**config.mk**
```make
export PLATFORM = sky130hd
export DESIGN_NAME = ssd_scan_driver
export DESIGN_NICKNAME = d
export VERILOG_FILES = /design/src/rtl/ssd_pkg.sv /design/src/rtl/ssd_scan_driver_code_to_segment.sv /design/src/rtl/ssd_scan_driver.sv
export SDC_FILE = /design/constraint.sdc
export NUM_CORES = 1
export LEC_CHECK = 0
export ABC_CLOCK_PERIOD_IN_PS = 3300
export CAP_MARGIN = 40
export CORE_ASPECT_RATIO = 0.75
export CORE_MARGIN = 4
export CORE_UTILIZATION = 40
export CTS_CLUSTER_DIAMETER = 120
export DETAILED_ROUTE_END_ITERATION = 6
export MAX_ROUTING_LAYER = met4
export SYNTH_ARGS = -nofsm -noshare
export SYNTH_HDL_FRONTEND = slang
export SYNTH_SLANG_ARGS = --single-unit
```
**constraint.sdc**
```tcl
create_clock -name clk -period 3.3 [get_ports clk]
set_input_delay 0.99 -clock clk [delete_from_list [all_inputs] [get_ports clk]]
set_output_delay 0.99 -clock clk [all_outputs]
set_load 0.005 [all_outputs]
```
**src/rtl/ssd_pkg.sv**
```systemverilog
// Shared symbol and segment constants for the lock display path.
// Used by the scan driver and the combination-lock controller.
package ssd_pkg;

  typedef logic [4:0] sym_t;
  typedef logic [6:0] seg_t;

  localparam sym_t SYM_O     = 5'd0;
  localparam sym_t SYM_S     = 5'd5;
  localparam sym_t SYM_C     = 5'd12;
  localparam sym_t SYM_E     = 5'd14;
  localparam sym_t SYM_L     = 5'd16;
  localparam sym_t SYM_D     = 5'd17;
  localparam sym_t SYM_P     = 5'd18;
  localparam sym_t SYM_N     = 5'd19;
  localparam sym_t SYM_DASH  = 5'd20;
  localparam sym_t SYM_BLANK = 5'd21;

  localparam seg_t SEG_BLANK = 7'b1111111;
  localparam seg_t SEG_DASH  = 7'b0111111;

  localparam logic [19:0] CODE_ALL_BLANK =
    {SYM_BLANK, SYM_BLANK, SYM_BLANK, SYM_BLANK};

  // Active-low one-hot anode pattern for a digit index.
  function automatic logic [3:0] an_sel(input logic [1:0] d);
    logic [3:0] a;
    a = 4'b1111;
    a[d] = 1'b0;
    return a;
  endfunction

endpackage

```
**src/rtl/ssd_scan_driver_code_to_segment.sv**
```systemverilog
// Symbol code to active-low {g,f,e,d,c,b,a} segment decoder.
// Purely combinational; unknown codes render blank.
module code_to_segment
  import ssd_pkg::*;
(
  input  logic [4:0] code,
  output logic [6:0] seg
);

  // Table lookup of the glyph for each symbol code.
  always_comb begin
    seg = SEG_BLANK;
    case (code)
      5'd0:      seg = 7'b1000000;
      5'd1:      seg = 7'b1111001;
      5'd2:      seg = 7'b0100100;
      5'd3:      seg = 7'b0110000;
      5'd4:      seg = 7'b0011001;
      5'd5:      seg = 7'b0010010;
      5'd6:      seg = 7'b0000010;
      5'd7:      seg = 7'b1111000;
      5'd8:      seg = 7'b0000000;
      5'd9:      seg = 7'b0010000;
      5'd10:     seg = 7'b0001000;
      5'd11:     seg = 7'b0000011;
      5'd12:     seg = 7'b1000110;
      5'd13:     seg = 7'b0100001;
      5'd14:     seg = 7'b0000110;
      5'd15:     seg = 7'b0001110;
      SYM_L:     seg = 7'b1000111;
      SYM_D:     seg = 7'b0100001;
      SYM_P:     seg = 7'b0001100;
      SYM_N:     seg = 7'b0101011;
      SYM_DASH:  seg = SEG_DASH;
      default:   seg = SEG_BLANK;
    endcase
  end

endmodule

```
**src/rtl/ssd_scan_driver.sv**
```systemverilog
// Four-digit multiplexed seven-segment driver with frame latching.
// Define SSD_BLINK_EN to enable per-digit blinking via blink_mask.
module ssd_scan_driver
  import ssd_pkg::*;
#(
  parameter int SCAN_DIV  = 50_000,
  parameter int BLINK_DIV = 25_000_000
) (
  input  logic        clk,
  input  logic        rst,
  input  logic [19:0] ssd_code,
  input  logic [3:0]  blink_mask,
  output logic [6:0]  seg,
  output logic [3:0]  an
);

  localparam int SW = $clog2(SCAN_DIV);

  logic [SW-1:0] scan_cnt;
  logic [1:0]    digit_sel;
  logic          load_pend;
  logic [19:0]   code_q;
  logic          scan_wrap;
  logic [4:0]    cur_code;
  logic [6:0]    dec_seg;
  logic          blank_cur;

  assign scan_wrap = (scan_cnt == SW'(SCAN_DIV - 1));

  // Digit dwell counter; idles during the post-reset load cycle.
  always_ff @(posedge clk or posedge rst) begin
    if (rst) begin
      scan_cnt  <= '0;
      digit_sel <= 2'd3;
      load_pend <= 1'b1;
    end else begin
      load_pend <= 1'b0;
      if (!load_pend) begin
        if (scan_wrap) begin
          scan_cnt  <= '0;
          digit_sel <= digit_sel - 2'd1;
        end else begin
          scan_cnt <= scan_cnt + SW'(1);
        end
      end
    end
  end

  // Frame shadow: reload only when entering digit 3.
  always_ff @(posedge clk or posedge rst) begin
    if (rst) begin
      code_q <= CODE_ALL_BLANK;
    end else if (load_pend || (scan_wrap && digit_sel == 2'd0)) begin
      code_q <= ssd_code;
    end
  end

`ifdef SSD_BLINK_EN
  localparam int BW = $clog2(BLINK_DIV);

  logic [BW-1:0] blink_cnt;
  logic          blink_phase;
  logic [3:0]    mask_q;

  // Free-running blink half-period timer.
  always_ff @(posedge clk or posedge rst) begin
    if (rst) begin
      blink_cnt   <= '0;
      blink_phase <= 1'b1;
    end else if (blink_cnt == BW'(BLINK_DIV - 1)) begin
      blink_cnt   <= '0;
      blink_phase <= ~blink_phase;
    end else begin
      blink_cnt <= blink_cnt + BW'(1);
    end
  end

  // Mask shadow shares the frame boundary with the codes.
  always_ff @(posedge clk or posedge rst) begin
    if (rst) begin
      mask_q <= 4'b0000;
    end else if (load_pend || (scan_wrap && digit_sel == 2'd0)) begin
      mask_q <= blink_mask;
    end
  end

  assign blank_cur = !blink_phase && mask_q[digit_sel];
`else
  localparam int unused_blink_div = BLINK_DIV;
  logic unused_mask;
  assign unused_mask = ^blink_mask;
  assign blank_cur   = 1'b0;
`endif

  // Pick the symbol for the digit being scanned.
  always_comb begin
    cur_code = SYM_BLANK;
    case (digit_sel)
      2'd3: cur_code = code_q[19:15];
      2'd2: cur_code = code_q[14:10];
      2'd1: cur_code = code_q[9:5];
      2'd0: cur_code = code_q[4:0];
      default: cur_code = SYM_BLANK;
    endcase
  end

  code_to_segment u_dec (
    .code (cur_code),
    .seg  (dec_seg)
  );

  // Registered pin drivers; dark until the first frame is latched.
  always_ff @(posedge clk or posedge rst) begin
    if (rst) begin
      seg <= SEG_BLANK;
      an  <= 4'b1111;
    end else if (load_pend) begin
      seg <= SEG_BLANK;
      an  <= 4'b1111;
    end else begin
      seg <= blank_cur ? SEG_BLANK : dec_seg;
      an  <= an_sel(digit_sel);
    end
  end

endmodule

```
==> results of run 1 <==
## cells in the final DEF (no fill, tap or decap), drive strengths merged, types with 4 or more instances in the layout
cell type / Yosys / routed
ha: 12 / 12
a21oi: 5 / 5
a222oi: 5 / 5
xnor2: 9 / 9
nand2: 8 / 8
nor2: 14 / 14
mux2: 23 / 23
mux2i: 5 / 5
clkdlybuf4s50: 0 / 32
nand2b: 6 / 6
xor2: 5 / 5
clkbuf: 4 / 7
nand3: 9 / 9
dfstp: 26 / 26
buf: 3 / 4
dfrtp: 24 / 24
o21ai: 6 / 6
inv: 13 / 13
nor3: 6 / 6
## metal layers
metal	share of wire, %	routed length [um]	GRT usage, %	up-vias
met3	4.8	233	2.965	5
met4	0.96	46	3.851	0
li1	-	-	-	834
met5	0	0	-	-
met1	56	2711	21.42	776
met2	38	1820	17.43	42
## Yosys cell counts, drive strengths merged, types with 2 or more instances
master / instances / area [um2]
clkbuf: 4 / 15.01
mux2: 23 / 337.8
dfrtp: 24 / 600.6
o21ai: 6 / 30.03
a21o: 3 / 22.52
a32oi: 2 / 17.52
nor3: 6 / 35.03
xnor2: 9 / 78.83
o211ai: 2 / 15.01
buf: 3 / 33.78
xor2: 5 / 43.79
a21oi: 5 / 28.78
or4b: 2 / 27.53
nand3: 9 / 45.04
nand4b: 3 / 26.28
nor4: 2 / 18.77
inv: 13 / 48.80
ha: 12 / 150.1
and3: 2 / 12.51
or4: 2 / 15.01
a211oi: 2 / 15.01
nand2b: 6 / 37.54
a222oi: 5 / 50.05
mux2i: 5 / 50.05
dfstp: 26 / 683.2
nand2: 8 / 30.03
nor2: 14 / 52.55
a22oi: 3 / 22.52
## cells by family after synthesis
group                      Yosys count
AOI/OAI and AO/OA                   31
xor gates and xnor gates            14
adders and majority gates           12
buffers and inverters               21
DFF                                 50
muxes                               28
other                                1
and+or+nand+nor                     58
## sequential cells by signal (all words and copies together) (netlist names)
register,cells
code_q,20
scan_cnt,16
seg,7
an,4
digit_sel,2
load_pend,1
## cell type report
class                      count  area [um2]
fill                         556        3217
tap                           81       101.3
sequential                    50        1284
timing repair buffer          36       350.3
clock buffer                   7       86.33
inverter                      14       52.55
clock inverter                 1       5.005
multi-input combinational    144        1222
## worst max-delay path by stage
stage / startpoint / end / slack (ns) / cells past startpoint
4_1_cts: digit_sel[0] / seg[0] / 0.49 / 8
6_report: digit_sel[0] / seg[6] / 0.49 / 8
3_3_place_gp: digit_sel[0] / seg[0] / 0.52 / 8
3_5_place_dp: digit_sel[0] / seg[0] / 0.51 / 8
5_1_grt: digit_sel[0] / seg[6] / 0.28 / 8
2_1_floorplan: digit_sel[1] / seg[6] / 0.88 / 8
## stage by stage
| step | utilization (%) | cell area, um2 | setup WS (ns) |
|---|---|---|---|
| after floorplan | - | 2608 | 0.8820 |
| after global placement | 47.64 | 3010 | 0.5204 |
| after detailed placement | 47.64 | 3010 | 0.5134 |
| after CTS | 49.09 | 3102 | 0.4868 |
| after global routing | 49.09 | 3102 | 0.2795 |
| final | 49.09 | 3102 | 0.4939 |
## power by group
| part | switching, mW | internal [mW] | total, mW |
|---|---|---|---|
| clock | 0.199 | 0.170 | 0.369 |
| sequential | 0.0573 | 0.697 | 0.754 |
| combinational | 0.115 | 0.147 | 0.261 |
| total | 0.371 | 1.01 | 1.38 |
==> impl_metrics.env, run 1 <==
export IMPL_whs_endpoint="scan_cnt[10]"
export IMPL_hp_class="flip-flop to flip-flop"
export IMPL_die_w_um=101.2
export IMPL_tightest_slew_ns=0.7793
export IMPL_min_delay_start="scan_cnt[10]"
export IMPL_synth_compound_area_share_pct=8.685
export IMPL_numCtsBuffers=5
export IMPL_clock_latency_ns=0.30
export IMPL_dpl_hpwl_mm=3.389
export IMPL_row_count=25
export IMPL_drt_iter0_markers=76
export IMPL_firstDrtPassIters=4
export IMPL_synthDistinctLibCells=41
export IMPL_p_leak_nw=1.342
export IMPL_slew_viol_final=0
export IMPL_initial_utilization_pct=41.27
export IMPL_grt_max_degree=51
export IMPL_wl_per_cell_um=14.45
export IMPL_ys_flop_type="dfstp_2"
export IMPL_clockBufferDepth=2
export IMPL_vias=1657
export IMPL_regToRegStartpoint="digit_sel[0]"
export IMPL_path_buf_inv=1
export IMPL_yosys_area_share_adder_pct=5.758
export IMPL_nNetsFinal=289
export IMPL_yosys_area_share_simple_pct=12.72
export IMPL_slew_headroom_pct=46.56
export IMPL_critPathRequiredTime_ns=3.52
export IMPL_root_buffer="clkbuf_8"
export IMPL_grt_pass1_wl_mm=8.273
export IMPL_synth_xor_area_share_pct=4.702
export IMPL_grt_usage_pct=13.69
export IMPL_max_freq_mhz=356.4
export IMPL_drive_gt1_share_pct=26.98
export IMPL_drc=0
export IMPL_drv_cap=0
export IMPL_clock_sinks=50
export IMPL_htreeDepth=2
export IMPL_yosys_warnings=0
export IMPL_crit_arrival_ns=3.03
export IMPL_finalNonFillerCells=333
export IMPL_fin_worst_skew_ns=0.01050
export IMPL_synth_nets=253
export IMPL_dp_cells=325
export IMPL_grt_pass1_vias=1640
export IMPL_cts_setup_buffers=0
export IMPL_synth_top_family_by_area="multiplexers"
export IMPL_cts_tree="built"
export IMPL_finalHoldViolCount=0
export IMPL_holdWs_ns=0.5082
export IMPL_coreArea_um2=6319
export IMPL_grt_ovfl_total=0
export IMPL_dieArea_um2=7888
export IMPL_min_period_ns=2.806
export IMPL_antenna_cells=0
export IMPL_path_clk_slew_ns=0.09
export IMPL_path_cells="ha_1 -> a222oi_1 -> mux2i_1 -> inv_1 -> ha_1 -> ha_1 -> a211oi_1 -> a22oi_1"
export IMPL_synth_seq_area_share_pct=49.23
export IMPL_synthesis_area_um2=2608
export IMPL_cp_top_family="adder cells"
export IMPL_cpMostUsedCell="ha_1"
export IMPL_place_gp_congestion=0.8836
export IMPL_ant_nets=0
export IMPL_tns_ns=0
export IMPL_min_path_cells=1
export IMPL_synth_cells=215
export IMPL_critPathKind="flip-flop to flip-flop"
export IMPL_peakVddDrop_v=0.0001749
export IMPL_synthArstFlopShare_pct=100.0
export IMPL_start_kind="flip-flop"
export IMPL_synth_edff_count=0
export IMPL_holdBufCountCts=0
export IMPL_synth_seq_cells=50
export IMPL_rsz0062_at_grt="no"
export IMPL_routed_via_density=4.976
export IMPL_cts_resized=0
export IMPL_avgSynthCellArea_um2=12.13
export IMPL_antenna_found_initial=0
export IMPL_r2r_end="seg[6]"
export IMPL_finalWirelength_mm=4.811
export IMPL_period_share_pct=85.03
export IMPL_synthMuxAreaShare_pct=14.88
export IMPL_rrSetupSlack_ns=0.49
export IMPL_crit_fanout=8
export IMPL_syn2layout_area_growth_pct=18.95
export IMPL_end_kind="flip-flop"
export IMPL_outcome="finished, final reports clean"
export IMPL_ios=37
export IMPL_io_buffers=32
export IMPL_powerDensity_nw_per_um2=446.3
export IMPL_slowest_stage="mux2i_1"
export IMPL_die_h_um=77.92
export IMPL_ff2ff_path_depth=8
export IMPL_slowest_delay_ns=0.62
export IMPL_p_total_mw=1.384
export IMPL_setup_violations_final=0
No activity file was read; power rests on OpenSTA's default activity.
==> run 2, diff against run 1 <==
Settings changed: ABC_CLOCK_PERIOD_IN_PS 3300 to 2600, CORE_ASPECT_RATIO 0.75 to unset.
Clock period 3.3 ns to 2.6 ns, I/O delays scaled along.
==> run 2 against run 1 <==
Against the previous run: cell count is 5.7% higher; non-clock buffer count is 23 higher; critical path depth is 1 higher; first-iteration DRC count is 26% higher; sequential share of layout area is 3.4 points lower; largest cell class unchanged.
==> impl_metrics.env, run 2 (synthesized netlist as in run 1, its figures left out) <==
export IMPL_numCtsBuffers=5
export IMPL_io_buffers=32
export IMPL_wirelength_met1_mm=2.349
export IMPL_grt_max_degree=23
export IMPL_met3_length_um=229
export IMPL_place_area_um2=3158
export IMPL_critPathRequiredTime_ns=2.79
export IMPL_slowest_stage="dfstp_2"
export IMPL_cts_tree="built"
export IMPL_clockBufferDepth=2
export IMPL_crit_arrival_ns=2.69
export IMPL_start_kind="flip-flop"
export IMPL_area_sequential_um2=1284
export IMPL_min_path_cells=1
export IMPL_fillers=540
export IMPL_min_period_ns=2.503
export IMPL_dieArea_um2=7875
export IMPL_regToRegStartpoint="digit_sel[1]"
export IMPL_grt_usage_pct=14.06
export IMPL_fin_worst_skew_ns=0.009944
export IMPL_switchingPower_mw=0.4915
export IMPL_die_h_um=88.74
export IMPL_path_clk_slew_ns=0.09
export IMPL_path_buf_inv=2
export IMPL_slowest_delay_ns=0.57
export IMPL_seqPwrFrac_pct=48.4
export IMPL_whs_endpoint="scan_cnt[7]"
export IMPL_layout_common_cells="clkdlybuf4s50_1 (32), dfstp_2 (26), buf_4 (25)"
export IMPL_root_buffer="clkbuf_8"
export IMPL_slew_viol_final=0
export IMPL_p_total_mw=1.978
export IMPL_ios=37
export IMPL_drv_cap=0
export IMPL_p_leak_nw=1.490
export IMPL_pwr_share_comb_pct=19.0
export IMPL_outcome="finished, final reports clean"
export IMPL_drive_gt1_share_pct=36.73
export IMPL_routed_via_density=5.142
export IMPL_antenna_cells=0
export IMPL_grt_pass1_vias=1832
export IMPL_nNetsFinal=312
export IMPL_layout_commonest_cell="clkdlybuf4s50_1"
export IMPL_switching_share_pct=24.85
export IMPL_clock_sinks=50
export IMPL_r2r_end="seg[5]"
export IMPL_path_cells="inv_1 -> ha_2 -> buf_4 -> a222oi_1 -> mux2i_2 -> ha_1 -> mux2_2 -> o21ai_0 -> o311ai_1"
export IMPL_grt_ovfl_total=0
export IMPL_slew_headroom_pct=50.20
export IMPL_regMostFlops="code_q"
export IMPL_rsz0062_at_grt="yes"
export IMPL_power_share_clock_pct=32.6
export IMPL_vias=1810
export IMPL_max_freq_mhz=399.5
export IMPL_crit_fanout=4
export IMPL_fin_area_um2=3376
export IMPL_reg_top3="code_q: 20 flops, scan_cnt: 16 flops, seg: 7 flops"
export IMPL_htreeDepth=2
export IMPL_grt_pass1_wl_mm=8.507
export IMPL_syn2layout_area_growth_pct=29.46
export IMPL_ant_nets=0
export IMPL_die_w_um=88.74
export IMPL_powerDensity_nw_per_um2=585.9
export IMPL_multi_input_area_um2=1257
export IMPL_row_count=29
export IMPL_finalWirelength_mm=5.051
export IMPL_end_kind="flip-flop"
export IMPL_period_share_pct=96.27
export IMPL_initial_utilization_pct=41.06
export IMPL_drt_iter0_markers=96
export IMPL_antenna_found_initial=0
export IMPL_hp_class="flip-flop to flip-flop"
export IMPL_setup_violations_final=0
export IMPL_wl_met2_mm=2.448
export IMPL_firstDrtPassIters=4
export IMPL_dpl_hpwl_mm=3.583
export IMPL_dr_max_layer_used="met4"
export IMPL_finalHoldViolCount=0
export IMPL_wl_per_cell_um=14.35
export IMPL_holdWs_ns=0.5044
export IMPL_largest_reg_flops=20
export IMPL_intPower_mw=1.486
export IMPL_drc=0
export IMPL_ff2ff_path_depth=9
export IMPL_critPathKind="flip-flop to flip-flop"
export IMPL_cp_top_family="compound AO/OA/AOI/OAI gates"
export IMPL_peakVddDrop_v=0.0004854
export IMPL_rrSetupSlack_ns=0.1
export IMPL_place_gp_congestion=0.8582
export IMPL_coreArea_um2=6350
export IMPL_tightest_slew_ns=0.7262
export IMPL_min_delay_start="scan_cnt[7]"
export IMPL_final_util_pct=53.16
export IMPL_clock_latency_ns=0.30
-- run 2: changes by cell type in the layout (fill, tap and decap cells not counted), moves of 2 or more --
cell / delta
mux2i_2: +2
buf_4: +21
mux2i_1: -2
ha_2: +4
buf_12: +2
bufinv_16: +2
ha_1: -5
-- run 2: worst max-delay path by stage --
stage,start,slack (ns),cells after the start,to
global placement,digit_sel[1],0.05,8,seg[6]
finish,digit_sel[1],0.1,9,seg[5]
global route,digit_sel[1],-0.03,10,seg[3]
detailed placement,digit_sel[0],0.005,8,seg[5]
CTS,digit_sel[1],0.01,10,seg[6]
floorplan,digit_sel[1],0.18,8,seg[6]
-- run 2: layer usage --
metal	vias to the layer above	GRT usage (%)
met4	0	2.473
met3	2	3.073
met1	890	18.39
li1	881	-
met5	-	-
met2	37	22.67
-- run 2: cell type report --
| type | instances | area share [%] |
|---|---|---|
| multi-input cells | 144 | 37.25 |
| inverters | 14 | 1.557 |
| well taps | 77 | 2.854 |
| clock inverters | 3 | 2.039 |
| repair buffers | 59 | 16.23 |
| clock buffers | 5 | 2.039 |
| flip-flops and latches | 50 | 38.03 |
-- run 2: per-stage QoR --
| step | worst slack, ns | cells | setup TNS, ns |
|---|---|---|---|
| after floorplan | 0.1820 | 215 | 0 |
| after global placement | 0.04735 | 338 | 0 |
| after detailed placement | 0.004777 | 338 | 0 |
| after CTS | 0.01263 | 347 | 0 |
| after global routing | -0.03185 | 352 | -0.05930 |
| final | 0.09693 | 352 | 0 |
-- run 2: repair_timing --
action                     4_1_cts  5_1_grt
hold buffers                     0        0
setup buffers                    1        5
cloned                           0        0
resized for setup                3        7
setup endpoints to repair        2        7
pin swaps                        0        4
-- run 2: power groups by stage --
| stage | Combinational [mW] | Sequential (mW) | Clock (mW) |
|---|---|---|---|
| floorplan | 0.233 | 0.950 | 0 |
| global placement | 0.352 | 0.968 | 0 |
| detailed placement | 0.358 | 0.969 | 0 |
| CTS | 0.365 | 0.957 | 0.671 |
| global route | 0.417 | 0.972 | 0.701 |
| finish | 0.375 | 0.958 | 0.644 |
